<file path="src/rtl/barrier_arbiter_estacionamiento.sv">
// rtl/barrier_arbiter_estacionamiento.sv - shared car-park barrier arbiter; optional macro EXIT_PRIORITY_EN
module barrier_arbiter_estacionamiento #(
  parameter int CAPACITY     = 7,
  parameter int OPEN_CYCLES  = 8,
  parameter int GUARD_CYCLES = 2
) (
  input  logic       clk,
  input  logic       reset,
  input  logic       req_in,
  input  logic       req_out,
  input  logic [2:0] cantidad,
  input  logic       pass_done,
  output logic       gate_open,
  output logic       dir_out,
  output logic       full,
  output logic       denied_in
);

  localparam int TW = $clog2(OPEN_CYCLES + 1);
  localparam int GW = $clog2(GUARD_CYCLES + 1);
  localparam logic [TW-1:0] TIMER_LOAD = TW'(OPEN_CYCLES - 1);
  localparam logic [GW-1:0] GUARD_LOAD = GW'(GUARD_CYCLES - 1);

  typedef enum logic [1:0] {
    IDLE     = 2'd0,
    OPEN_IN  = 2'd1,
    OPEN_OUT = 2'd2,
    GUARD    = 2'd3
  } state_t;

  state_t        state;
  logic [TW-1:0] timer;
  logic [GW-1:0] guard;
  logic          req_in_q;
  logic          ent_ok;
  logic          sal_ok;
  logic          grant_out;

  // Entry is only eligible with room left; exit only with at least one car inside.
  assign ent_ok = req_in & ~full;
  assign sal_ok = req_out & (cantidad != 3'd0);

`ifdef EXIT_PRIORITY_EN
  // Exit wins every tie; no fairness history is kept.
  assign grant_out = sal_ok;
`else
  logic last_served;
  // On a tie, serve the side that was not served last time.
  assign grant_out = sal_ok & (~ent_ok | ~last_served);
`endif

  // Refusal pulses only on the rising edge of the entry request.
  assign denied_in = req_in & ~req_in_q & full;

  // Occupancy flag and request history, independent of the gate state.
  always_ff @(posedge clk or negedge reset) begin
    if (!reset) begin
      full     <= 1'b0;
      req_in_q <= 1'b0;
    end else begin
      full     <= ({29'd0, cantidad} >= 32'(CAPACITY));
      req_in_q <= req_in;
    end
  end

  // Gate FSM with registered gate_open/dir_out and saturating open/guard timers.
  always_ff @(posedge clk or negedge reset) begin
    if (!reset) begin
      state     <= IDLE;
      timer     <= '0;
      guard     <= '0;
      gate_open <= 1'b0;
      dir_out   <= 1'b0;
`ifndef EXIT_PRIORITY_EN
      last_served <= 1'b1;
`endif
    end else begin
      case (state)
        IDLE: begin
          if (ent_ok || sal_ok) begin
            state     <= grant_out ? OPEN_OUT : OPEN_IN;
            timer     <= TIMER_LOAD;
            gate_open <= 1'b1;
            dir_out   <= grant_out;
`ifndef EXIT_PRIORITY_EN
            last_served <= grant_out;
`endif
          end
        end
        OPEN_IN, OPEN_OUT: begin
          if (timer != '0) begin
            timer <= timer - 1'b1;
          end
          if (pass_done || (timer == '0)) begin
            state     <= GUARD;
            gate_open <= 1'b0;
            guard     <= GUARD_LOAD;
          end
        end
        GUARD: begin
          if (guard != '0) begin
            guard <= guard - 1'b1;
          end else begin
            state <= IDLE;
          end
        end
        default: begin
          state     <= IDLE;
          gate_open <= 1'b0;
        end
      endcase
    end
  end

endmodule
</file>
<file path="config.mk">
export PLATFORM = sky130hd
export DESIGN_NAME = barrier_arbiter_estacionamiento
export DESIGN_NICKNAME = d
export VERILOG_FILES = /design/src/rtl/barrier_arbiter_estacionamiento.sv
export SDC_FILE = /design/constraint.sdc
export NUM_CORES = 1
export LEC_CHECK = 0
export BUFFER_PORTS_ARGS = -buffer_cell sky130_fd_sc_hd__buf_2
export CAP_MARGIN = 20
export CORE_MARGIN = 5
export CORE_UTILIZATION = 35
export DETAILED_ROUTE_END_ITERATION = 12
export HOLD_SLACK_MARGIN = 0.1
export PLACE_DENSITY = 0.6
export RECOVER_POWER = 25
export SETUP_SLACK_MARGIN = 0.02
export SLEW_MARGIN = 10
export SYNTH_ARGS = -nofsm -noshare
export SYNTH_HDL_FRONTEND = slang
export SYNTH_SLANG_ARGS = --single-unit
</file>
<file path="constraint.sdc">
create_clock -name clk -period 3.4 [get_ports clk]
set_clock_uncertainty 0.2 [all_clocks]
set_input_delay 0.34 -clock clk [delete_from_list [all_inputs] [get_ports clk]]
set_output_delay 0.34 -clock clk [all_outputs]
set_load 0.02 [all_outputs]
</file>
==> results.yml <==
synthesis:
  ys_seq_area_share_pct: 43.43
  synth_nets: 88
  netlist_area_sq_um: 752.0
  ys_warn_count: 0
  synth_seq_cells: 13
  synthCells: 75
  avgSynthCellArea_sq_um: 10.03
  ys_types: 29
clock_network:
  cts_resized: 0
  clk_latency_ps: 290
  cts_tree: "built"
  cts.path.max_buffers: 2
  cts.sinks: 13
  cts.htree.levels: 1
  cts_setup_buffers: 0
  root_buffer: "clkbuf_4"
  cts_made_buffers: 3
  clkTransAtPathRegs_ps: 90
worst_setup_path:
  critPathMaxFanout: 5
  crit_arrival_ps: 2220
  cp-end-kind: "flip-flop"
  worstPathRequired_ps: 3380
  r2r_slack_ps: 1180
  crit_type: "primary input to flip-flop"
  startpoint: "cantidad[2]"
  worstReg2RegStart: "state[0]$_DFFE_PN0P_"
  start_kind: "primary input"
detailed_routing:
  ant_nets: 0
  dr.pass1.iters: 4
  wl_per_cell_um: 11.58
  viasPerCell: 4.892
  vias: 587
  wirelength_um: 1390
  route.detailed.drc: 0
  drt_iter0_markers: 7
power:
  powerDensity_nw_per_um2: 897.4
  vdd_drop_max_mv: 0.6110
  p_leak_nw: 0.4380
  p_total_w: 0.0008096
floorplan:
  core_sq_um: 2002
  die_x_um: 56.35
  dieArea_sq_um: 3175
  die_h_um: 56.35
  initial_core_util_pct: 37.56
  rows: 16
  ios: 12
sta:
  maxSlewHeadroom_pct: 53.38
  hold_violations: 0
  tightest_slew_ps: 699.3
  setup_viol: 0
  period_share_pct: 65.74
  setup_tns_ps: 0
  layout_min_cycle_time_ps: 2235
  max_freq_mhz: 447.4
  rsz0062_at_grt: "no"
  slew_violations: 0
worst_hold_path:
  min_from: "pass_done"
  hold_class: "primary input to flip-flop"
cells_and_area:
  nets: 107
  final_common_cell: "dfrtp_1"
  synthToLayoutAreaGrowth_pct: 19.97
  final_cell_mix: "dfrtp_1 (12), buf_2 (10), nand2_1 (9), inv_1 (8)"
  final_area_sq_um: 902.1
  diodes: 0
  drive_gt1_share_pct: 23.66
grt:
  overflow: 0
  grtUsageTotal_pct: 9.905
  grt_pass1_vias: 623
  grt_pass1_wl_um: 2490
  grt_max_degree: 14
  antenna_found_initial: 0
placed_design:
  dpl-instance-area_sq_um: 835.8
  routabilityCongestion: 0.7493
  io_buffers: 11
  dpl.hpwl_um: 1036
outcome:
  outcome: "finished, final reports clean"
flow_run:
  drv_cap: 0
[cells in the mapped netlist, drive strengths merged]
cell type	count	area share, %
a22oi	1	1.0
a211o	1	1.3
nand2b	1	1.8
o21a	1	1.0
o21ai	5	3.3
dfstp	1	3.5
mux2	3	5.5
o21bai	1	1.0
nor2	4	2.0
a22o	3	3.5
nor3b	2	2.0
nand3b	1	1.0
mux2i	2	2.7
inv	8	4.0
ha	5	8.3
nor2b	1	0.83
o41ai	1	1.2
o31ai	2	2.0
nand2	9	4.5
and3	2	2.3
and2	1	0.83
buf	1	0.66
dfrtp	12	40
nor3	1	0.66
a21oi	3	2.0
or3	1	1.5
a31oi	2	1.7
[sequential cells by signal (all words and copies together) (netlist names)]
register	count
full	1
last_served	1
dir_out	1
req_in_q	1
state	2
gate_open	1
guard	2
timer	4
[per-stage QoR]
step                      std cells  util (%)  hold WS, ps  worst slack, ps
after global placement          112     41.75        44.25             1265
after CTS                       120     45.13        260.9             1181
after global routing            120     45.06        306.0             1064
after floorplan                  75         -       -155.6             1499
final                           120     45.06        294.7             1165
after detailed placement        112     41.75        47.06             1193
[path summary, 6_finish.rpt]
check,cells after the start,to
worst max-delay path,6,state[0]$_DFFE_PN0P_
worst min register to register,1,dir_out$_DFFE_PN0P_
max in group asynchronous,2,guard[1]$_DFFE_PN0P_
min in group asynchronous,2,gate_open$_DFFE_PN0P_
worst min-delay path,4,gate_open$_DFFE_PN0P_
worst max register to register,5,state[0]$_DFFE_PN0P_
[critical path: stages]
cell	delay [ps]
dlygate4sd3_1	540
buf_2	130
o31ai_1	440
and3_4	300
a211o_2	130
mux2_2	330
[layout make-up]
class / count / area, sq um
Multi-Input combinational cell: 53 / 390.4
Inverter: 8 / 30.03
Clock inverter: 1 / 5.005
Clock buffer: 3 / 22.52
Fill cell: 196 / 1100
Timing Repair Buffer: 15 / 93.84
Sequential cell: 13 / 326.6
Tap cell: 27 / 33.78
[where the power goes]
part	leakage (nW)	switching, W	internal [W]
Clock	0.0177	0.0000559	0.0000437
Combinational	0.268	0.000229	0.000224
Sequential	0.152	0.0000389	0.000218
[layer usage]
metal / GRT usage, % / up-vias / routed length [um]
li1: - / 301 / -
met1: 11.62 / 270 / 655
met2: 14.86 / 16 / 635
met3: 5.505 / 0 / 98
met4: 4.068 / 0 / 0
met5: 0 / - / 0
[logic make-up (layout without fill, tap and decap cells)]
family / count (synthesis) / in the layout / share of synthesized area (%)
flops: 13 / 13 / 43.43
compound gates: 20 / 20 / 17.97
simple gates: 23 / 23 / 17.47
mux: 5 / 5 / 8.153
buf+inv: 9 / 27 / 4.658
fa+ha+maj: 5 / 5 / 8.319
[what timing repair did]
item	CTS	global route
endpoints found under the setup margin	0	0
endpoints found under the hold margin	15	0
hold buffers	4	0
No activity file was read; power rests on OpenSTA's default activity.
